--- config.mk ---
export PLATFORM = sky130hd
export DESIGN_NAME = nibble_serial_subtractor
export DESIGN_NICKNAME = d
export VERILOG_FILES = /design/src/rtl/nibble_serial_subtractor.sv
export SDC_FILE = /design/constraint.sdc
export NUM_CORES = 1
export LEC_CHECK = 0
export BUFFER_PORTS_ARGS = -buffer_cell sky130_fd_sc_hd__buf_2
export CAP_MARGIN = 20
export CORE_UTILIZATION = 45
export DETAILED_ROUTE_END_ITERATION = 7
export GPL_TIMING_DRIVEN = 0
export MAX_ROUTING_LAYER = met4
export PLACE_DENSITY = 0.69
export RECOVER_POWER = 50
export SLEW_MARGIN = 30
export SYNTH_ARGS = -nofsm -noshare
export SYNTH_HDL_FRONTEND = slang
export SYNTH_SLANG_ARGS = --single-unit
--- constraint.sdc ---
create_clock -name clk -period 4.5 [get_ports clk]
set_input_delay 0.675 -clock clk [delete_from_list [all_inputs] [get_ports clk]]
set_output_delay 0.675 -clock clk [all_outputs]
set_load 0.01 [all_outputs]
--- src/rtl/nibble_serial_subtractor.sv ---
// Serial A - B - Bin: one 4-bit borrow-ripple slice per clock, LSB nibble first.
// state  | meaning
// S_IDLE | waiting for operands (in_ready)
// S_RUN  | subtracting nibble r_idx
// S_DONE | result held until out_ready
module nibble_serial_subtractor #(
    parameter int WIDTH = 16
) (
    input  logic             clk,
    input  logic             rst_n,
    input  logic             in_valid,
    output logic             in_ready,
    input  logic [WIDTH-1:0] a,
    input  logic [WIDTH-1:0] b,
    input  logic             bin,
    output logic             out_valid,
    input  logic             out_ready,
    output logic [WIDTH-1:0] diff,
    output logic             bout
);
    localparam int NIB  = WIDTH / 4;
    localparam int IDXW = (NIB > 1) ? $clog2(NIB) : 1;
    localparam logic [IDXW-1:0] LAST_IDX = IDXW'(NIB - 1);

    typedef enum logic [1:0] {
        S_IDLE = 2'd0,
        S_RUN  = 2'd1,
        S_DONE = 2'd2
    } state_t;

    state_t           r_state;
    state_t           w_state_nxt;
    logic [IDXW-1:0]  r_idx;
    logic             r_brw;
    logic [WIDTH-1:0] r_ra;
    logic [WIDTH-1:0] r_rb;
    logic [WIDTH-1:0] r_rdiff;

    logic [WIDTH-1:0] w_ra_sh;
    logic [WIDTH-1:0] w_rb_sh;
    logic [3:0]       w_na;
    logic [3:0]       w_nb;
    logic [3:0]       w_d;
    logic [4:0]       w_bb;
    logic             w_last;

    assign w_ra_sh = r_ra >> {r_idx, 2'b00};
    assign w_rb_sh = r_rb >> {r_idx, 2'b00};
    assign w_na    = w_ra_sh[3:0];
    assign w_nb    = w_rb_sh[3:0];
    assign w_last  = (r_idx == LAST_IDX);

    always_comb begin
        w_d     = '0;
        w_bb    = '0;
        w_bb[0] = r_brw;
        for (int i = 0; i < 4; i++) begin
            w_d[i]    = w_na[i] ^ w_nb[i] ^ w_bb[i];
            w_bb[i+1] = (~w_na[i] & w_nb[i]) | (w_nb[i] & w_bb[i]) | (~w_na[i] & w_bb[i]);
        end
    end

    always_comb begin
        w_state_nxt = r_state;
        case (r_state)
            S_IDLE:  if (in_valid) w_state_nxt = S_RUN;
            S_RUN:   if (w_last) w_state_nxt = S_DONE;
            S_DONE:  if (out_ready) w_state_nxt = S_IDLE;
            default: w_state_nxt = S_IDLE;
        endcase
    end

    always_ff @(posedge clk) begin
        if (!rst_n) r_state <= S_IDLE;
        else        r_state <= w_state_nxt;
    end

    always_ff @(posedge clk) begin
        if (!rst_n) begin
            r_idx   <= '0;
            r_brw   <= 1'b0;
            r_ra    <= '0;
            r_rb    <= '0;
            r_rdiff <= '0;
        end else begin
            case (r_state)
                S_IDLE: begin
                    if (in_valid) begin
                        r_ra  <= a;
                        r_rb  <= b;
                        r_brw <= bin;
                        r_idx <= '0;
                    end
                end
                S_RUN: begin
                    for (int k = 0; k < NIB; k++) begin
                        if (r_idx == IDXW'(k)) r_rdiff[4*k +: 4] <= w_d;
                    end
                    r_brw <= w_bb[4];
                    if (!w_last) r_idx <= r_idx + 1'b1;
                end
                default: ;
            endcase
        end
    end

    assign in_ready  = (r_state == S_IDLE);
    assign out_valid = (r_state == S_DONE);
    assign diff      = r_rdiff;
    assign bout      = r_brw;
endmodule

==> results.py, run 1 <==
metrics = {
    "run_status": {
        "outcome": "complete, no violations",
    },
    "critical_path": {
        "path_delay_family": "adder cells",
        "rr_startpoint": "r_idx[0]",
        "cp_data_arrival_time_ns": 3.43,
        "path_class": "register to register",
        "worst-r2r-setup-slack_ns": 1.25,
        "crit_cells": 11,
        "reg2reg_to": "diff[7]",
        "endpoint_kind": "register",
        "critPathBufInv": 4,
        "crit_end": "diff[7]",
        "path_common_cell": "fa_1",
        "critPathMaxFanout": 10,
        "slowest_delay_ns": 0.55,
        "cp.required_ns": 4.68,
        "worstPathCellList": "buf_2 -> mux4_2 -> inv_1 -> fa_1 -> inv_1 -> fa_1 -> fa_1 -> inv_1 -> fa_1 -> mux2i_1 -> nor2_1",
        "r2r_cells": 11,
        "crit_start": "r_idx[0]",
        "cpMaxStageDelayCell": "mux4_2",
        "cp-start-kind": "register",
    },
    "sta": {
        "finalMaxSlewViolations": 0,
        "worstMarginPinSlew_ns": 0.7743,
        "final.setup_skew_ns": 0.005944,
        "finalCritPeriodShare_pct": 72.31,
        "post-route-min-period_ns": 3.254,
        "max_clock_freq_mhz": 307.3,
        "hold_viol_final": 0,
        "rsz0062_at_grt": "false",
        "setup_viol": 0,
        "finalSetupTns_ns": 0,
        "holdWs_ns": 0.4571,
        "max-slew-margin-rel_pct": 48.27,
    },
    "logic_synthesis": {
        "synth-main-ff-cell": "dfxtp_1",
        "netlist_top_cells_count": "nand2_1, dfxtp_1, a21oi_1, nor2_1, inv_1",
        "yosysWarningCount": 0,
        "yosysMostFrequentCell": "nand2_1",
        "synth_top_area_cell": "dfxtp_1",
        "synth_edf_count": 0,
        "synth_area_mm2": 0.002354,
        "synth_cells": 250,
        "yosysTopAreaCellShare_pct": 45.08,
        "synth_nets": 295,
        "async_reset_ff_share_pct": 0,
        "synth_cell_types": 26,
        "yosys-top-cells-area": "dfxtp_1, nand2_1, mux4_2, a21oi_1, fa_1",
        "seq_area_frac_synth_pct": 45.08,
        "synth_area_per_cell_um2": 9.414,
        "ys_seq_elements": 53,
    },
    "power": {
        "power.density_mw_per_mm2": 362.5,
        "p_comb_share_pct": 17.3,
        "p_int_uw": 739.0,
        "seqPwrFrac_pct": 50.5,
        "switching_share_pct": 26.81,
        "peakVddDrop_mv": 0.2289,
        "leakage_uw": 0.001097,
        "p_sw_uw": 270.7,
        "clockPowerShare_pct": 32.2,
    },
    "clocking": {
        "cts.sinks": 53,
        "cts_tree": "built",
        "ctsRootBufferMaster": "clkbuf_8",
        "cts_htree_levels": 2,
        "cts-resized-gates": 0,
        "cts.clk_slew.worst_paths_ns": 0.09,
        "cts_buffer_depth": 2,
        "postCtsSetupRepairBufs": 0,
        "hold_buffers": 0,
        "clkLatencyLatePin_ns": 0.31,
        "cts_buffers": 5,
    },
    "route": {
        "num_vias": 1845,
        "ant_nets": 0,
        "drt_wl_total_um": 4961,
        "viasPerCell": 4.855,
        "drc_errors": 0,
        "post_drt_wl_per_cell_um": 13.06,
        "drt-initial-drc-count": 94,
        "dr.pass1.iters": 4,
    },
    "global_route": {
        "grt_pass1_wl_um": 8217,
        "grt_max_degree": 17,
        "antenna_found_initial": 0,
        "gr-total-overflow": 0,
        "first_global_vias": 1739,
        "track_usage_pct": 20.92,
    },
    "layout": {
        "antennaDiodeCount": 0,
        "register_area_mm2": 0.001061,
        "syn_to_final_growth_pct": 18.34,
        "multiInputGateArea_mm2": 0.001115,
        "nets": 357,
        "n_fill_cell": 489,
        "drive_gt1_share_pct": 26.20,
    },
    "floorplan": {
        "core_region_area_mm2": 0.004880,
        "chipWidth_um": 74.32,
        "die_h_um": 74.32,
        "start_util_pct": 48.23,
        "die_area_mm2": 0.005523,
        "io_pins": 56,
        "rows": 25,
    },
    "worst_hold_path": {
        "min_path_type": "register to register",
        "hold_start": "r_ra[8]",
    },
    "place": {
        "place_congestion": 0.7930,
        "port_buffers": 55,
        "dp_hpwl_um": 3579,
    },
    "job": {
        "maxCapViolations": 0,
    },
}
-- worst register-to-register path: cells and delay by family, from the launching register on --
kind / cells / cell delay [ns]
buffers and inverters: 4 / 0.56
and+or+nand+nor: 1 / 0.06
muxes: 2 / 0.72
adders and majority gates: 4 / 1.41
DFF: 1 / 0.37
-- layout by cell type, fill, tap and decap left out, types with 2 or more instances in the layout --
cell type / synthesis / routed
mux2i_1: 8 / 8
inv_1: 10 / 10
and3b_1: 4 / 4
clkbuf_8: 0 / 5
a21oi_2: 9 / 7
ha_1: 4 / 4
dfxtp_1: 53 / 53
buf_2: 9 / 43
nor2b_1: 2 / 2
nor2_1: 19 / 19
nand2_1: 59 / 59
a211oi_1: 8 / 8
nand2_2: 9 / 9
buf_6: 5 / 5
clkbuf_1: 6 / 28
fa_1: 4 / 4
a21oi_1: 24 / 26
mux4_2: 8 / 8
-- registers in the layout, summed over array words and instances (netlist names) --
register	flops
r_idx	2
r_state	2
diff	16
r_rb	16
bout	1
r_ra	16
-- routing by layer --
metal	vias up	global-route usage, %	part of all wire, %
met1	833	26.58	47
met4	0	6.918	0.93
li1	952	-	-
met5	-	-	0
met3	6	4.472	4.9
met2	54	33.23	47
-- worst min-delay path by stage --
stage,end,slack [ns],cells after the start
after detailed placement,r_ra[8],0.44,2
after global routing,r_ra[8],0.48,2
after CTS,r_ra[8],0.46,2
after global placement,r_ra[13],0.44,2
final,r_ra[8],0.46,2
after floorplan,r_ra[10],0.43,2
-- power groups by stage --
| stage | sequential [µW] | clock [µW] | combinational [µW] |
|---|---|---|---|
| 5_1_grt | 513 | 351 | 198 |
| 2_1_floorplan | 520 | 0 | 121 |
| 3_5_place_dp | 520 | 0 | 179 |
| 3_3_place_gp | 520 | 0 | 177 |
| 6_report | 510 | 325 | 175 |
| 4_1_cts | 509 | 328 | 181 |
-- cell families (layout without fill, tap and decap cells) --
logic type / after synthesis / after routing / synth area share, %
adder cells (fa/ha/maj): 8 / 8 / 5.529
multiplexers: 16 / 16 / 11.06
AND/OR/NAND/NOR: 97 / 97 / 18.34
flip-flops: 53 / 53 / 45.08
AO/OA/AOI/OAI: 45 / 45 / 12.97
buffers and inverters: 31 / 94 / 7.017
-- area by class of cell --
type | instances | area share (%)
plain buffers | 20 | 4.268
repair buffers | 55 | 9.120
clock inverters | 2 | 1.393
clock buffers | 6 | 2.606
well taps | 67 | 3.010
multi-input cells | 166 | 40.03
inverters | 11 | 1.482
flip-flops and latches | 53 | 38.10
-- per-stage QoR --
stage	util (%)	total power, µW	worst slack (ns)	std cells	instance area, µm²
2_1_floorplan	-	641.2	1.581	250	2354
3_3_place_gp	55.59	696.3	1.311	372	2713
3_5_place_dp	55.59	699.5	1.257	372	2713
4_1_cts	57.87	1019	1.217	380	2824
5_1_grt	57.08	1062	1.078	380	2785
6_report	57.08	1010	1.246	380	2785
Note: power is estimated with default switching activity, not from simulation.
==> run 2, diff against run 1 <==
--- a/config.mk
+++ b/config.mk
@@ -5,6 +5,7 @@
 export SDC_FILE = /design/constraint.sdc
 export NUM_CORES = 1
 export LEC_CHECK = 0
+export ABC_AREA = 1
 export BUFFER_PORTS_ARGS = -buffer_cell sky130_fd_sc_hd__buf_2
 export CAP_MARGIN = 20
 export CORE_UTILIZATION = 45
==> constraint.sdc (replaced) <==
create_clock -name clk -period 3.19 [get_ports clk]
set_input_delay 0.4785 -clock clk [delete_from_list [all_inputs] [get_ports clk]]
set_output_delay 0.4785 -clock clk [all_outputs]
set_load 0.01 [all_outputs]
==> run 2 against run 1 <==
Net effect:
- combinational power up 83%
- clock power up 17%
- clock skew barely moved
- highest routed layer unchanged
- final cell count up 18%
- power is 42% higher
- sequential power grew 45%
- clock-buffer cell count is 1 higher
- maximum frequency rose by 9.6%
==> results.py, run 2 <==
metrics = {
    "run_status": {
        "outcome": "complete, no violations",
    },
    "route": {
        "drt_wl_total_um": 5470,
        "ant_nets": 0,
        "num_vias": 2158,
        "drt-initial-drc-count": 153,
        "viasPerCell": 4.796,
        "post_drt_wl_per_cell_um": 12.16,
        "dr.pass1.iters": 4,
        "drc_errors": 0,
    },
    "critical_path": {
        "cp-start-kind": "register",
        "critPathBufInv": 5,
        "crit_start": "r_idx[0]",
        "path_class": "register to register",
        "endpoint_kind": "register",
        "slowest_delay_ns": 0.48,
        "cp.required_ns": 3.40,
        "rr_startpoint": "r_idx[0]",
        "crit_cells": 13,
        "worstPathCellList": "clkbuf_4 -> inv_4 -> buf_4 -> nor2_1 -> o22ai_1 -> fa_1 -> inv_1 -> fa_1 -> fa_1 -> inv_1 -> fa_1 -> nor2_1 -> nor2_1",
        "path_common_cell": "fa_1",
        "critPathMaxFanout": 11,
        "cpMaxStageDelayCell": "fa_1",
        "path_delay_family": "adder cells",
        "r2r_cells": 13,
        "reg2reg_to": "diff[11]",
        "cp_data_arrival_time_ns": 3.17,
        "crit_end": "diff[11]",
        "worst-r2r-setup-slack_ns": 0.22,
    },
    "floorplan": {
        "die_area_mm2": 0.005458,
        "die_h_um": 73.88,
        "start_util_pct": 47.95,
        "rows": 25,
        "core_region_area_mm2": 0.004848,
        "io_pins": 56,
        "chipWidth_um": 73.88,
    },
    "sta": {
        "hold_viol_final": 0,
        "finalSetupTns_ns": 0,
        "final.setup_skew_ns": 0.006050,
        "setup_viol": 0,
        "finalMaxSlewViolations": 0,
        "post-route-min-period_ns": 2.968,
        "finalCritPeriodShare_pct": 93.03,
        "rsz0062_at_grt": "false",
        "worstMarginPinSlew_ns": 0.4201,
        "max-slew-margin-rel_pct": 72.00,
        "max_clock_freq_mhz": 337.0,
    },
    "logic_synthesis": {
        "synth_area_per_cell_um2": 7.242,
        "yosysWarningCount": 0,
        "netlist_top_cells_count": "nor2_1, dfxtp_1, o21ai_0, nand2_1, o21ai_1",
        "async_reset_ff_share_pct": 0,
        "synth_nets": 366,
        "seq_area_frac_synth_pct": 45.64,
        "synth_cell_types": 20,
        "yosysMostFrequentCell": "nor2_1",
        "ys_seq_elements": 53,
        "synth_cells": 321,
        "synth_top_area_cell": "dfxtp_1",
        "synth_edf_count": 0,
        "synth-main-ff-cell": "dfxtp_1",
        "yosysTopAreaCellShare_pct": 45.64,
        "yosys-top-cells-area": "dfxtp_1, nor2_1, o21ai_0, nand2_1, fa_1",
        "synth_area_mm2": 0.002325,
    },
    "clocking": {
        "clkLatencyLatePin_ns": 0.30,
        "hold_buffers": 0,
        "cts_buffer_depth": 2,
        "cts_tree": "built",
        "cts.clk_slew.worst_paths_ns": 0.09,
        "ctsRootBufferMaster": "clkbuf_8",
        "cts_htree_levels": 2,
        "cts_buffers": 5,
        "postCtsSetupRepairBufs": 0,
        "cts.sinks": 53,
    },
    "power": {
        "clockPowerShare_pct": 26.3,
        "switching_share_pct": 30.29,
        "leakage_uw": 0.001255,
        "p_comb_share_pct": 22.3,
        "p_sw_uw": 435.4,
        "p_int_uw": 1002,
        "power.density_mw_per_mm2": 525.6,
        "seqPwrFrac_pct": 51.4,
        "peakVddDrop_mv": 0.2649,
    },
    "worst_hold_path": {
        "min_path_type": "input pin to register",
        "min_path_cells": 3,
    },
    "layout": {
        "multiInputGateArea_mm2": 0.001090,
        "register_area_mm2": 0.001061,
        "n_fill_cell": 518,
        "nets": 428,
        "drive_gt1_share_pct": 14.62,
        "syn_to_final_growth_pct": 17.65,
        "antennaDiodeCount": 0,
        "final_cell_mix": "nor2_1, dfxtp_1, o21ai_0",
        "final_core_util_pct": 56.41,
        "mostFrequentLayoutCell": "nor2_1",
    },
    "place": {
        "place_congestion": 0.8627,
        "port_buffers": 55,
        "dp_hpwl_um": 4020,
    },
    "global_route": {
        "first_global_vias": 2047,
        "grt_max_degree": 15,
        "track_usage_pct": 23.32,
        "antenna_found_initial": 0,
        "gr-total-overflow": 0,
        "grt_pass1_wl_um": 9384,
    },
    "job": {
        "maxCapViolations": 0,
    },
}
run 2: layout make-up:
cell class,instances,area share [%]
plain buffers,15,3.248
clock buffers,7,3.156
inverters,17,2.516
multi-input cells,236,39.84
flip-flops and latches,53,38.79
well taps,67,3.065
repair buffers,55,9.378
run 2: worst min path at each step:
| stage | start | endpoint |
|---|---|---|
| after global placement | r_rb[6] | r_rb[6] |
| after detailed placement | r_rb[6] | r_rb[6] |
| after global routing | a[6] | r_ra[6] |
| final | b[2] | r_rb[2] |
| after CTS | b[2] | r_rb[2] |
| after floorplan | r_rb[10] | r_rb[10] |
run 2: per-stage QoR:
step / setup slack [ns] / total power (µW) / instances / hold slack, ns / instance area, µm²
after global placement: 0.04871 / 1077 / 443 / 0.4595 / 2684
after floorplan: 0.4392 / 971.9 / 321 / 0.4488 / 2325
after global routing: 0.04357 / 1525 / 450 / 0.4135 / 2735
after CTS: 0.1211 / 1455 / 450 / 0.3995 / 2771
final: 0.2222 / 1438 / 450 / 0.4071 / 2735
after detailed placement: 0.03176 / 1082 / 443 / 0.4651 / 2684
run 2: repair_timing:
item	in CTS	in global routing
gates resized for setup	1	4
endpoints found under the hold margin	0	0
setup endpoints to repair	1	4
run 2: per-layer routing:
metal | vias up | global-route usage [%] | share of wire (%)
met2 | 56 | 37.92 | 48
met3 | 4 | 4.252 | 5.2
li1 | 1142 | - | -
met1 | 956 | 29.94 | 46
met4 | 0 | 5.769 | 0.73
met5 | - | - | 0
run 2: logic make-up (layout without fill, tap and decap cells):
group                      count (synthesis)  after routing  synth area share [%]
DFF                                       53             53                 45.64
buffers and inverters                     32             94                 6.835
and+or+nand+nor                          164            164                 27.93
AOI/OAI and AO/OA                         64             64                 13.99
adders and majority gates                  8              8                 5.598
run 2: worst register-to-register path: stages (launching register included):
cell      delay, ns
dfxtp_1        0.34
clkbuf_4       0.19
inv_4          0.11
buf_4          0.20
nor2_1         0.06
o22ai_1        0.23
fa_1           0.21
inv_1          0.05
fa_1           0.38
fa_1           0.36
inv_1          0.07
fa_1           0.48
nor2_1         0.14
nor2_1         0.05
run 2: power groups by stage:
stage               logic (µW)  clock network, µW  registers [µW]
floorplan                  217                  0             755
global placement           325                  0             753
global route               369                411             745
finish                     320                379             739
CTS                        329                387             739
detailed placement         328                  0             754
